## config.mk

```make
export PLATFORM = sky130hd
export DESIGN_NAME = spi_mem_bridge
export DESIGN_NICKNAME = d
export VERILOG_FILES = /design/src/rtl/spi_mem_bridge_pkg.sv /design/src/rtl/spi_mem_bridge_sync_edge.sv /design/src/rtl/spi_mem_bridge.sv
export SDC_FILE = /design/constraint.sdc
export NUM_CORES = 1
export LEC_CHECK = 0
export BUFFER_PORTS_ARGS = -buffer_cell sky130_fd_sc_hd__buf_4
export CAP_MARGIN = 5
export CORE_UTILIZATION = 30
export CTS_BUF_LIST = sky130_fd_sc_hd__clkbuf_8
export CTS_CLUSTER_DIAMETER = 150
export DETAILED_ROUTE_END_ITERATION = 8
export PLACE_DENSITY_LB_ADDON = 0.05
export RECOVER_POWER = 50
export SLEW_MARGIN = 15
export SYNTH_ARGS = -nofsm -noshare
export SYNTH_HDL_FRONTEND = slang
export SYNTH_SLANG_ARGS = --single-unit
```

## constraint.sdc

```tcl
create_clock -name clock -period 3 [get_ports clock]
set_clock_uncertainty 0.15 [all_clocks]
set_input_delay 0.9 -clock clock [delete_from_list [all_inputs] [get_ports clock]]
set_output_delay 0.9 -clock clock [all_outputs]
set_load 0.02 [all_outputs]
```

## src/rtl/spi_mem_bridge_pkg.sv

```systemverilog
// Shared constants and FSM state type for the SPI-to-RAM bridge.
package spi_mem_bridge_pkg;

    localparam logic [7:0] CMD_WRITE = 8'h02;
    localparam logic [7:0] CMD_READ  = 8'h03;
    localparam logic [7:0] IDLE_MISO = 8'h00;

    typedef enum logic [2:0] {
        IDLE,
        CMD,
        ADDR,
        WDATA,
        RDATA,
        IGNORE
    } state_t;

endpackage

```

## src/rtl/spi_mem_bridge_sync_edge.sv

```systemverilog
// Multi-flop synchroniser followed by one history flop for rise/fall detection.
// The edge pulses are combinational from the last two flops.
module spi_sync_edge #(
    parameter int STAGES = 2
) (
    input  logic clock,
    input  logic rst_n,
    input  logic din,
    output logic level,
    output logic rise,
    output logic fall
);

    logic [STAGES-1:0] sync_reg;
    logic              prev_reg;

    generate
        for (genvar gi = 0; gi < STAGES; gi++) begin : g_stage
            // One synchroniser stage; stage 0 samples the asynchronous pin.
            always_ff @(posedge clock or negedge rst_n) begin
                if (!rst_n) begin
                    sync_reg[gi] <= 1'b0;
                end else if (gi == 0) begin
                    sync_reg[gi] <= din;
                end else begin
                    sync_reg[gi] <= sync_reg[(gi == 0) ? 0 : gi - 1];
                end
            end
        end
    endgenerate

    // History flop used to spot level changes of the synchronised signal.
    always_ff @(posedge clock or negedge rst_n) begin
        if (!rst_n) begin
            prev_reg <= 1'b0;
        end else begin
            prev_reg <= sync_reg[STAGES-1];
        end
    end

    assign level = sync_reg[STAGES-1];
    assign rise  = level & ~prev_reg;
    assign fall  = ~level & prev_reg;

endmodule

```

## src/rtl/spi_mem_bridge.sv

```systemverilog
// SPI mode-0 slave bridging host transactions onto the RAM load/debug port.
// Build option: SPI_MEM_BRIDGE_AUTOINC_EN - when defined the RAM address
// advances after every data byte; otherwise it stays fixed per transaction.
module spi_mem_bridge
    import spi_mem_bridge_pkg::*;
#(
    parameter int ADDR_W      = 4,
    parameter int SYNC_STAGES = 2
) (
    input  logic              clock,
    input  logic              rst_n,
    input  logic              spi_cs_n,
    input  logic              spi_sck,
    input  logic              spi_si,
    output logic              spi_so,
    output logic              mem_we,
    output logic              mem_re,
    output logic [ADDR_W-1:0] mem_addr,
    output logic [7:0]        mem_wdata,
    input  logic [7:0]        mem_rdata,
    output logic              busy
);

`ifdef SPI_MEM_BRIDGE_AUTOINC_EN
    localparam bit AUTOINC = 1'b1;
`else
    localparam bit AUTOINC = 1'b0;
`endif

    logic cs_level, cs_rise, cs_fall;
    logic sck_level, sck_rise, sck_fall;
    logic si_level, si_rise, si_fall;

    spi_sync_edge #(.STAGES(SYNC_STAGES)) u_cs  (.clock(clock), .rst_n(rst_n), .din(spi_cs_n),
                                                 .level(cs_level), .rise(cs_rise), .fall(cs_fall));
    spi_sync_edge #(.STAGES(SYNC_STAGES)) u_sck (.clock(clock), .rst_n(rst_n), .din(spi_sck),
                                                 .level(sck_level), .rise(sck_rise), .fall(sck_fall));
    spi_sync_edge #(.STAGES(SYNC_STAGES)) u_si  (.clock(clock), .rst_n(rst_n), .din(spi_si),
                                                 .level(si_level), .rise(si_rise), .fall(si_fall));

    // Only the SI level and the CS/SCK edges carry information here.
    logic unused_sync;
    assign unused_sync = &{1'b0, cs_level, sck_level, si_rise, si_fall};

    state_t            state_reg, state_next;
    logic [2:0]        bit_cnt_reg, bit_cnt_next;
    logic [7:0]        rx_sr_reg, rx_sr_next;
    logic [7:0]        tx_sr_reg, tx_sr_next;
    logic [ADDR_W-1:0] addr_reg, addr_next;
    logic              we_reg, we_next;
    logic              re_reg, re_next;
    logic              load_reg;
    logic [7:0]        wdata_reg, wdata_next;
    logic              is_read_reg, is_read_next;
    logic              busy_reg, busy_next;

    logic [7:0]        byte_in;
    logic              byte_done;

    assign byte_in   = {rx_sr_reg[6:0], si_level};
    assign byte_done = sck_rise && (bit_cnt_reg == 3'd7) && (state_reg != IDLE);

    // State and datapath registers; load_reg marks the cycle RAM read data is valid.
    always_ff @(posedge clock or negedge rst_n) begin
        if (!rst_n) begin
            state_reg   <= IDLE;
            bit_cnt_reg <= 3'd0;
            rx_sr_reg   <= 8'h00;
            tx_sr_reg   <= 8'h00;
            addr_reg    <= '0;
            we_reg      <= 1'b0;
            re_reg      <= 1'b0;
            load_reg    <= 1'b0;
            wdata_reg   <= 8'h00;
            is_read_reg <= 1'b0;
            busy_reg    <= 1'b0;
        end else begin
            state_reg   <= state_next;
            bit_cnt_reg <= bit_cnt_next;
            rx_sr_reg   <= rx_sr_next;
            tx_sr_reg   <= tx_sr_next;
            addr_reg    <= addr_next;
            we_reg      <= we_next;
            re_reg      <= re_next;
            load_reg    <= re_reg;
            wdata_reg   <= wdata_next;
            is_read_reg <= is_read_next;
            busy_reg    <= busy_next;
        end
    end

    // Next-state, shifting and strobe generation; CS edges override everything.
    always_comb begin
        state_next   = state_reg;
        bit_cnt_next = bit_cnt_reg;
        rx_sr_next   = rx_sr_reg;
        tx_sr_next   = tx_sr_reg;
        addr_next    = addr_reg;
        we_next      = 1'b0;
        re_next      = 1'b0;
        wdata_next   = wdata_reg;
        is_read_next = is_read_reg;
        busy_next    = busy_reg;

        // Write address advances the cycle after the strobe so the strobe sees the old address.
        if (we_reg && AUTOINC) begin
            addr_next = addr_reg + ADDR_W'(1);
        end

        // The falling edge closing a byte (count already wrapped to 0) must not
        // shift, otherwise freshly loaded read data would lose its MSB.
        if (load_reg) begin
            tx_sr_next = mem_rdata;
        end else if (sck_fall && (state_reg != IDLE) && (bit_cnt_reg != 3'd0)) begin
            tx_sr_next = {tx_sr_reg[6:0], 1'b0};
        end

        if (sck_rise && (state_reg != IDLE)) begin
            rx_sr_next   = byte_in;
            bit_cnt_next = bit_cnt_reg + 3'd1;
        end

        case (state_reg)
            CMD: begin
                if (byte_done) begin
                    if (byte_in == CMD_WRITE) begin
                        is_read_next = 1'b0;
                        state_next   = ADDR;
                    end else if (byte_in == CMD_READ) begin
                        is_read_next = 1'b1;
                        state_next   = ADDR;
                    end else begin
                        state_next   = IGNORE;
                    end
                end
            end
            ADDR: begin
                if (byte_done) begin
                    addr_next = byte_in[ADDR_W-1:0];
                    if (is_read_reg) begin
                        re_next    = 1'b1;
                        state_next = RDATA;
                    end else begin
                        state_next = WDATA;
                    end
                end
            end
            WDATA: begin
                if (byte_done) begin
                    we_next    = 1'b1;
                    wdata_next = byte_in;
                end
            end
            RDATA: begin
                if (byte_done) begin
                    if (AUTOINC) begin
                        addr_next = addr_reg + ADDR_W'(1);
                    end
                    re_next = 1'b1;
                end
            end
            default: ;
        endcase

        if (cs_rise) begin
            state_next = IDLE;
            we_next    = 1'b0;
            re_next    = 1'b0;
            busy_next  = 1'b0;
        end else if (cs_fall) begin
            state_next   = CMD;
            bit_cnt_next = 3'd0;
            rx_sr_next   = 8'h00;
            tx_sr_next   = IDLE_MISO;
            busy_next    = 1'b1;
        end
    end

    assign spi_so    = tx_sr_reg[7];
    assign mem_we    = we_reg;
    assign mem_re    = re_reg;
    assign mem_addr  = addr_reg;
    assign mem_wdata = wdata_reg;
    assign busy      = busy_reg;

endmodule

```

==> flow_metrics.tcl <==
set metrics [dict create \
    status "finished clean" \
    yosys_warnings 0 \
    path_clk_slew_ns 0.09 \
    fin_setup_tns_ns 0 \
    hold_path.class "reg -> reg" \
    grt_max_degree 47 \
    post-route-cell-area_mm2 0.00238 \
    rows 29 \
    antenna_left 0 \
    h-tree-depth 2 \
    path_max_fanout 5 \
    die_w_um 83.1 \
    area.sequential_mm2 0.00115 \
    initial_core_util_pct 31.1 \
    powerDensity_mw_per_mm2 614 \
    initialDrtViolationCount 35 \
    slowest_stage "dfrtp_1" \
    grt_overflow 0 \
    cts_buffer_depth 2 \
    slew_headroom_pct 23.7 \
    finalSetupViolations 0 \
    final_hold_viol_count 0 \
    gp_congestion 0.720 \
    n_antenna_cell 0 \
    place_hpwl_um 2530 \
    synth_top_flop_cell "dfrtp_1" \
    post_cts_buffers 0 \
    n_fill_cell 619 \
    core_area_mm2 0.00635 \
    required_ns 3.04 \
    synth_edf_count 0 \
    synth_area_leaders "dfrtp_1, mux2i_1, mux2_2" \
    cts_root_buf "clkbuf_8" \
    dieArea_mm2 0.00690 \
    cp.arrival_ns 1.98 \
    period_needed_ns 1.94 \
    power_uw 1460 \
    r2r_slack_ns 1.06 \
    path_class "reg -> reg" \
    ctsHoldBuffers 0 \
    grt_pass1_wl_um 6600 \
    power_leakage_uw 0.00113 \
    wl_per_cell_um 14.3 \
    cp-start-kind "flop" \
    syn_nets 172 \
    crit_chain "ha_1, ha_1, and4bb_2, a21boi_1, nor3_1, a22o_1" \
    final_nets 203 \
    drv_slew 0 \
    syn_area_mm2 0.00197 \
    synth.distinct_cells 34 \
    wirelength_um 3760 \
    antenna_found_initial 0 \
    synth_top_area_share_pct 58.4 \
    endpoint_kind "flop" \
    die_h_um 83.1 \
    drc_errors 0 \
    layout_commonest_cell "dfrtp_1" \
    yosysTopAreaCell "dfrtp_1" \
    timing.final.crit_share_pct 64.7 \
    numCtsBuffers 5 \
    first_global_vias 1312 \
    cpPeakStageDelay_ns 0.42 \
    async_reset_ff_share_pct 100 \
    vias_per_cell 4.65 \
    syn_inst 154 \
    synth-seq-area-share_pct 58.4 \
    ios 29 \
    ys_ff_latch 46 \
    num_vias 1224 \
    multi_input_area_um2 741 \
    placed_area_mm2 0.00224 \
    drv_cap 0 \
    syn_avg_cell_area_um2 12.8 \
    cts.repair.resized 0 \
    mostFrequentLayoutCells "dfrtp_1, buf_4, nor2_1" \
    whs_ns 0.204 \
    gr-usage-all-layers_pct 12.2 \
    numPortBuffers 28 \
    clock.fmax_mhz 515 \
    cts_sinks 46 \
    clk_latency_ns 0.30 \
    tightestPinTransition_ns 1.14 \
    crit_top_cell "ha_1" \
    drive_above_1_share_pct 31.2 \
    tritoncts "done" \
    drtPass1Iterations 2 \
    grt_setup_unrepaired "no" \
    area_growth_pct 20.9 \
    vdd.ir_drop.worst_uv 240 \
]
kinds of logic after synthesis:
| family | share of synthesized area (%) |
|---|---|
| DFF | 58.4 |
| adders and majority gates | 3.17 |
| buffers and inverters | 4.06 |
| xor gates and xnor gates | 0.888 |
| AOI/OAI and AO/OA | 5.90 |
| and+or+nand+nor | 12.1 |
| muxes | 15.5 |
Yosys cell counts, types with 2 or more instances:
cell type	number
inv_1	6
mux2_2	13
buf_6	3
a21oi_1	2
mux2i_1	16
nand2_1	8
nor3_1	3
ha_1	5
dfrtp_1	46
nand3b_1	3
a211oi_1	7
nor2_1	18
a21boi_1	2
buf_4	2
power by group:
group          total [uW]  switching [uW]  internal [uW]
combinational         190            96.5           93.6
clock                 564             208            355
sequential            709            49.5            660
worst max-delay path: cells and delay by family, from the launching register on:
family	cells	cell delay, ns
AO/OA/AOI/OAI	2	0.51
flip-flops	1	0.42
adder cells (fa/ha/maj)	2	0.42
AND/OR/NAND/NOR	2	0.34
area by class of cell:
cell class	count	share of cell area [%]
Multi-Input combinational cell	95	31.1
Clock inverter	2	2.52
Timing Repair Buffer	31	9.66
Clock buffer	6	3.46
Tap cell	77	4.04
Sequential cell	46	48.3
Inverter	6	0.945
metal layers:
layer | share of wire [%] | track usage (%)
met1 | 46 | 14.9
met2 | 48 | 20.2
met3 | 3.9 | 3.38
met5 | 0 | 0
met4 | 1.8 | 5.17
path summary, 6_finish.rpt:
check / startpoint / to / cells past startpoint
min reg2reg: u_si.sync_reg[0]$_DFF_PN0_ / u_si.level$_DFF_PN0_ / 0
min: u_si.sync_reg[0]$_DFF_PN0_ / u_si.level$_DFF_PN0_ / 0
max in group asynchronous: rst_n / rx_sr_reg[4]$_DFF_PN0_ / 1
max: bit_cnt_reg[0]$_DFF_PN0_ / state_reg[2]$_DFFE_PN0P_ / 6
min in group asynchronous: rst_n / busy$_DFFE_PN0N_ / 1
max reg2reg: bit_cnt_reg[0]$_DFF_PN0_ / state_reg[2]$_DFFE_PN0P_ / 6
per-stage QoR:
stage               setup WS (ns)  util [%]  instances
global route                0.937      37.5        263
finish                       1.06      37.5        263
global placement             1.09      35.3        255
floorplan                    1.21         -        154
CTS                          1.06      37.6        263
detailed placement           1.08      35.3        255
No activity file was read; power rests on OpenSTA's default activity.
